## src/rtl/vga_pkg.sv

```systemverilog
//------------------------------------------------------------------------------
// Module   : vga_pkg
// Brief    : Default 640x480@25MHz timing constants, phase and coordinate types.
// Revision : 1.0
//------------------------------------------------------------------------------
`default_nettype none

package vga_pkg;

  localparam int c_COORD_W  = 11;

  localparam int c_H_ACTIVE = 640;
  localparam int c_H_FRONT  = 16;
  localparam int c_H_SYNC   = 96;
  localparam int c_H_BACK   = 48;
  localparam int c_H_TOTAL  = c_H_ACTIVE + c_H_FRONT + c_H_SYNC + c_H_BACK;

  localparam int c_V_ACTIVE = 480;
  localparam int c_V_FRONT  = 10;
  localparam int c_V_SYNC   = 2;
  localparam int c_V_BACK   = 33;
  localparam int c_V_TOTAL  = c_V_ACTIVE + c_V_FRONT + c_V_SYNC + c_V_BACK;

  typedef logic [c_COORD_W-1:0] coord_t;

  typedef enum logic [1:0] {
    PH_ACTIVE = 2'd0,
    PH_FRONT  = 2'd1,
    PH_SYNC   = 2'd2,
    PH_BACK   = 2'd3
  } phase_t;

endpackage

`default_nettype wire

```

## src/rtl/vga_axis_counter.sv

```systemverilog
//------------------------------------------------------------------------------
// Module   : vga_axis_counter
// Brief    : One timing axis: wrapping coordinate counter plus porch/sync phase FSM.
// Revision : 1.0
//------------------------------------------------------------------------------
`default_nettype none

module vga_axis_counter
  import vga_pkg::*;
#(
  parameter int ACTIVE = c_H_ACTIVE,
  parameter int FRONT  = c_H_FRONT,
  parameter int SYNC   = c_H_SYNC,
  parameter int BACK   = c_H_BACK
) (
  input  logic   clk,
  input  logic   resetN,
  input  logic   i_advance,
  output coord_t o_count,
  output phase_t o_phase_nxt,
  output logic   o_wrap
);

  localparam coord_t c_LAST     = coord_t'(ACTIVE + FRONT + SYNC + BACK - 1);
  localparam coord_t c_FRONT_AT = coord_t'(ACTIVE);
  localparam coord_t c_SYNC_AT  = coord_t'(ACTIVE + FRONT);
  localparam coord_t c_BACK_AT  = coord_t'(ACTIVE + FRONT + SYNC);

  coord_t r_count;
  coord_t w_count_nxt;
  phase_t r_phase;
  phase_t w_phase_nxt;

  assign o_wrap = (r_count == c_LAST);

  // Phase changes are decided on the upcoming count so the registered outputs
  // built from w_phase_nxt line up with the coordinate they describe.
  always_comb begin
    w_count_nxt = r_count;
    w_phase_nxt = r_phase;
    if (i_advance) begin
      w_count_nxt = o_wrap ? '0 : r_count + coord_t'(1);
      case (r_phase)
        PH_ACTIVE: if (w_count_nxt == c_FRONT_AT) w_phase_nxt = PH_FRONT;
        PH_FRONT:  if (w_count_nxt == c_SYNC_AT)  w_phase_nxt = PH_SYNC;
        PH_SYNC:   if (w_count_nxt == c_BACK_AT)  w_phase_nxt = PH_BACK;
        PH_BACK:   if (w_count_nxt == '0)         w_phase_nxt = PH_ACTIVE;
        default:   w_phase_nxt = PH_BACK;
      endcase
    end
  end

  always_ff @(posedge clk or negedge resetN) begin
    if (!resetN) begin
      r_count <= c_LAST;
      r_phase <= PH_BACK;
    end else begin
      r_count <= w_count_nxt;
      r_phase <= w_phase_nxt;
    end
  end

  assign o_count     = r_count;
  assign o_phase_nxt = w_phase_nxt;

endmodule

`default_nettype wire

```

## src/rtl/vga_sync_gen.sv

```systemverilog
//------------------------------------------------------------------------------
// Module   : vga_sync_gen
// Brief    : VGA raster coordinate, sync and display-enable generator.
//            Define VGA_PIXEL_DIV2_EN to advance one pixel every second clk.
// Revision : 1.0
//------------------------------------------------------------------------------
`default_nettype none

module vga_sync_gen
  import vga_pkg::*;
#(
  parameter int H_ACTIVE = c_H_ACTIVE,
  parameter int H_FRONT  = c_H_FRONT,
  parameter int H_SYNC   = c_H_SYNC,
  parameter int H_BACK   = c_H_BACK,
  parameter int V_ACTIVE = c_V_ACTIVE,
  parameter int V_FRONT  = c_V_FRONT,
  parameter int V_SYNC   = c_V_SYNC,
  parameter int V_BACK   = c_V_BACK
) (
  input  logic                 clk,
  input  logic                 resetN,
  output logic [c_COORD_W-1:0] pixelX,
  output logic [c_COORD_W-1:0] pixelY,
  output logic                 hSync,
  output logic                 vSync,
  output logic                 displayEn,
  output logic                 startOfFrame,
  output logic                 endOfLine
);

  // endOfLine is registered, so it is raised while the current count is one short.
  localparam coord_t c_EOL_PRE = coord_t'(H_ACTIVE + H_FRONT + H_SYNC + H_BACK - 2);

  logic   w_adv;
  logic   w_h_wrap;
  logic   w_v_wrap;
  coord_t w_h_count;
  coord_t w_v_count;
  phase_t w_h_phase_nxt;
  phase_t w_v_phase_nxt;

  logic r_hsync;
  logic r_vsync;
  logic r_disp_en;
  logic r_sof;
  logic r_eol;

`ifdef VGA_PIXEL_DIV2_EN
  logic r_div;

  always_ff @(posedge clk or negedge resetN) begin
    if (!resetN) r_div <= 1'b0;
    else         r_div <= ~r_div;
  end

  assign w_adv = r_div;
`else
  assign w_adv = 1'b1;
`endif

  vga_axis_counter #(
    .ACTIVE (H_ACTIVE),
    .FRONT  (H_FRONT),
    .SYNC   (H_SYNC),
    .BACK   (H_BACK)
  ) u_h_axis (
    .clk         (clk),
    .resetN      (resetN),
    .i_advance   (w_adv),
    .o_count     (w_h_count),
    .o_phase_nxt (w_h_phase_nxt),
    .o_wrap      (w_h_wrap)
  );

  vga_axis_counter #(
    .ACTIVE (V_ACTIVE),
    .FRONT  (V_FRONT),
    .SYNC   (V_SYNC),
    .BACK   (V_BACK)
  ) u_v_axis (
    .clk         (clk),
    .resetN      (resetN),
    .i_advance   (w_h_wrap & w_adv),
    .o_count     (w_v_count),
    .o_phase_nxt (w_v_phase_nxt),
    .o_wrap      (w_v_wrap)
  );

  always_ff @(posedge clk or negedge resetN) begin
    if (!resetN) begin
      r_hsync   <= 1'b1;
      r_vsync   <= 1'b1;
      r_disp_en <= 1'b0;
      r_sof     <= 1'b0;
      r_eol     <= 1'b0;
    end else if (w_adv) begin
      r_hsync   <= (w_h_phase_nxt != PH_SYNC);
      r_vsync   <= (w_v_phase_nxt != PH_SYNC);
      r_disp_en <= (w_h_phase_nxt == PH_ACTIVE) && (w_v_phase_nxt == PH_ACTIVE);
      r_sof     <= w_h_wrap && w_v_wrap;
      r_eol     <= (w_h_count == c_EOL_PRE);
    end
  end

  assign pixelX       = w_h_count;
  assign pixelY       = w_v_count;
  assign hSync        = r_hsync;
  assign vSync        = r_vsync;
  assign displayEn    = r_disp_en;
  assign startOfFrame = r_sof;
  assign endOfLine    = r_eol;

endmodule

`default_nettype wire

```

## config.mk

```make
export PLATFORM = sky130hd
export DESIGN_NAME = vga_sync_gen
export DESIGN_NICKNAME = d
export VERILOG_FILES = /design/src/rtl/vga_pkg.sv /design/src/rtl/vga_axis_counter.sv /design/src/rtl/vga_sync_gen.sv
export SDC_FILE = /design/constraint.sdc
export NUM_CORES = 1
export LEC_CHECK = 0
export ABC_AREA = 1
export BUFFER_PORTS_ARGS = -buffer_cell sky130_fd_sc_hd__clkbuf_2
export CORE_MARGIN = 3
export CORE_UTILIZATION = 50
export CTS_BUF_LIST = sky130_fd_sc_hd__clkbuf_4 sky130_fd_sc_hd__clkbuf_8 sky130_fd_sc_hd__clkbuf_16
export DETAILED_ROUTE_END_ITERATION = 7
export GPL_TIMING_DRIVEN = 0
export PLACE_DENSITY = 0.75
export SLEW_MARGIN = 20
export SYNTH_ARGS = -nofsm -noshare
export SYNTH_HDL_FRONTEND = slang
export SYNTH_SLANG_ARGS = --single-unit
```

## constraint.sdc

```tcl
create_clock -name clk -period 5.4 [get_ports clk]
set_input_delay 0.54 -clock clk [delete_from_list [all_inputs] [get_ports clk]]
set_output_delay 0.54 -clock clk [all_outputs]
set_load 0.03 [all_outputs]
```

==> results_dict.tcl <==
set metrics [dict create \
    finalWorstSetupSlack_ps 3250 \
    critPathKind "flop to flop" \
    cts.path.max_buffers 2 \
    grt_first_pass_wirelength_mm 8.38 \
    gp_congestion 0.908 \
    cts.reportedPaths.clkPinSlew_ps 70 \
    dr.pass1.iters 4 \
    htree_num_levels 2 \
    grt_usage 0.207 \
    slew_viol_final 0 \
    worstSetupStartpoint "u_v_axis.o_count[0]" \
    clk_latency_ps 280 \
    grt_max_degree 32 \
    yosysTopAreaCellShare 0.196 \
    insertedDiodeCount 0 \
    rows 23 \
    synth_cell_types 28 \
    instances_no_fill 401 \
    pre_cts_slack_ps 3250 \
    yosys_warnings 0 \
    drive_above_1_share 0.245 \
    final_nets 356 \
    drt_iter0_drc 71 \
    routed_wl_mm 4.82 \
    synth_cells 315 \
    post_drt_via_cell_ratio 5.14 \
    core_mm2 0.00406 \
    synth_area_leaders "dfstp_2 20%, dfrtp_1 18%, nand2_1 16%" \
    clock-skew-final_ps 6.94 \
    cp_max_fo 6 \
    timing.rr.start "u_v_axis.o_count[0]" \
    layout_common_cells "94 x nand2_1, 50 x inv_1, 34 x nor2_1" \
    dp.cells 393 \
    met2_usage 0.344 \
    busiest_layer "met2" \
    status "completed" \
    finalHoldViolCount 0 \
    power_density_mw_per_mm2 181 \
    cts_root_buf "clkbuf_8" \
    pin_count 29 \
    die_area_mm2 0.00511 \
    io_buffers 28 \
    grt_pass1_vias 1934 \
    met3_usage 0.0463 \
    cts_sinks 31 \
    start_util 0.529 \
    post_cts_buffers 0 \
    required_ps 5610 \
    finalCritPeriodShare 0.398 \
    final.fill_count 398 \
    final_common_cell "nand2_1" \
    syn_area_mm2 0.00214 \
    ys_seq_area_frac 0.371 \
    async_flop_share 1.00 \
    cts_buffers 5 \
    rsz0062_at_grt "no" \
    cap_violations 0 \
    synth_edf_count 0 \
    setup_tns_ps 0 \
    final_util 0.604 \
    dpl.hpwl_mm 3.67 \
    cts_resized 0 \
    antenna_found_initial 0 \
    synth_seq_cells 31 \
    setup_violations 0 \
    cts_tree "done" \
    worst-slew-pin-transition_ps 765 \
    met1_usage 0.259 \
    crit_path_end_kind "flop" \
    ys.flop_type "dfstp_2" \
    min_period_ps 2150 \
    peakVddDrop_mv 0.109 \
    fmax_mhz 465 \
    area_growth_pct 14.3 \
    holdBufCountCts 0 \
    startpoint_type "flop" \
    route.antenna.remaining_nets 0 \
    hp-class "primary input to asynchronous set/reset pin" \
    fp.dieH_um 71.5 \
    syn_avg_cell_area_um2 6.81 \
    p_leak_nw 1.26 \
    yosys.area.top_type "dfstp_2" \
    grt-ovfl-total 0 \
    vias 2063 \
    max_slew_margin 0.490 \
    critPathArrivalTime_ps 2360 \
    synth_nets 321 \
    die_w_um 71.5 \
    wl_per_cell_um 12.0 \
    remaining_drc_errors 0 \
]
state kept, by name, indices dropped and copies added (netlist names):
signal	count
displayEn	1
endOfLine	1
hSync	1
startOfFrame	1
u_h_axis.o_count	11
u_h_axis.r_phase	2
u_v_axis.o_count	11
u_v_axis.r_phase	2
vSync	1
cell usage after synthesis, types with 4 or more instances:
master / n
nand3_2: 4
nand2_2: 9
dfstp_2: 16
nor2_2: 8
o21ai_0: 15
nand2_1: 94
nand4_1: 12
ha_1: 4
dfrtp_1: 15
inv_1: 50
nor2_1: 34
nand3_1: 29
cell type report:
| cell class | instances | area, µm² | share of cell area |
|---|---|---|---|
| Sequential cell | 31 | 796 | 0.325 |
| Tap cell | 50 | 62.6 | 0.0255 |
| Inverter | 54 | 204 | 0.0832 |
| Timing Repair Buffer | 28 | 140 | 0.0572 |
| Multi-Input combinational cell | 226 | 1120 | 0.457 |
| Clock buffer | 8 | 104 | 0.0424 |
| Buffer | 4 | 23.8 | 0.00970 |
where the power goes:
group          total (mW)  leakage (nW)  switching [mW]  internal (mW)
sequential          0.233         0.365               0          0.233
combinational     0.00455         0.839         0.00431       0.000243
clock               0.207        0.0549          0.0854          0.121
total               0.444          1.26          0.0897          0.354
kinds of logic (layout without fill, tap and decap cells):
logic type / after synthesis / count (layout) / share of synthesized area
buffers and inverters: 58 / 94 / 0.106
adders and majority gates: 4 / 4 / 0.0233
and+or+nand+nor: 202 / 202 / 0.445
AOI/OAI and AO/OA: 19 / 19 / 0.0502
DFF: 31 / 31 / 0.371
xor gates and xnor gates: 1 / 1 / 0.00408
metal layers:
layer  up-vias  share of wire
li1       1056              -
met1       951           0.45
met2        47           0.48
met3         9          0.048
met4         0          0.019
met5         -              0
path summary, 6_finish.rpt:
check / depth (start not counted) / slack, ps / to
max: 16 / 3250 / displayEn
min: 1 / 320 / u_v_axis.o_count[6]
max reg2reg: 16 / 3250 / displayEn
min reg2reg: 2 / 540 / u_v_axis.o_count[9]
max in group asynchronous: 1 / 4590 / displayEn
min in group clk: 2 / 540 / u_v_axis.o_count[9]
worst max-delay path: stages, from the launching register on:
cell	delay [ps]
dfrtp_1	430
inv_1	170
ha_1	240
nand2_1	70
nor2_1	180
nand3_4	130
nand2_2	120
nand2_2	60
inv_2	40
nand2_1	40
nor2_1	80
nand2_1	70
nand2_2	80
nand2_2	50
o21ai_2	160
nand2_1	70
nor2_1	100
through the flow:
stage / total power, mW / hold WS (ps) / area [µm²]
5_1_grt: 0.463 / 364 / 2450
4_1_cts: 0.454 / 340 / 2450
3_5_place_dp: 0.242 / 539 / 2350
3_3_place_gp: 0.242 / 527 / 2350
2_1_floorplan: 0.237 / 244 / 2140
6_report: 0.444 / 323 / 2450
(Power assumes the default switching activity.)
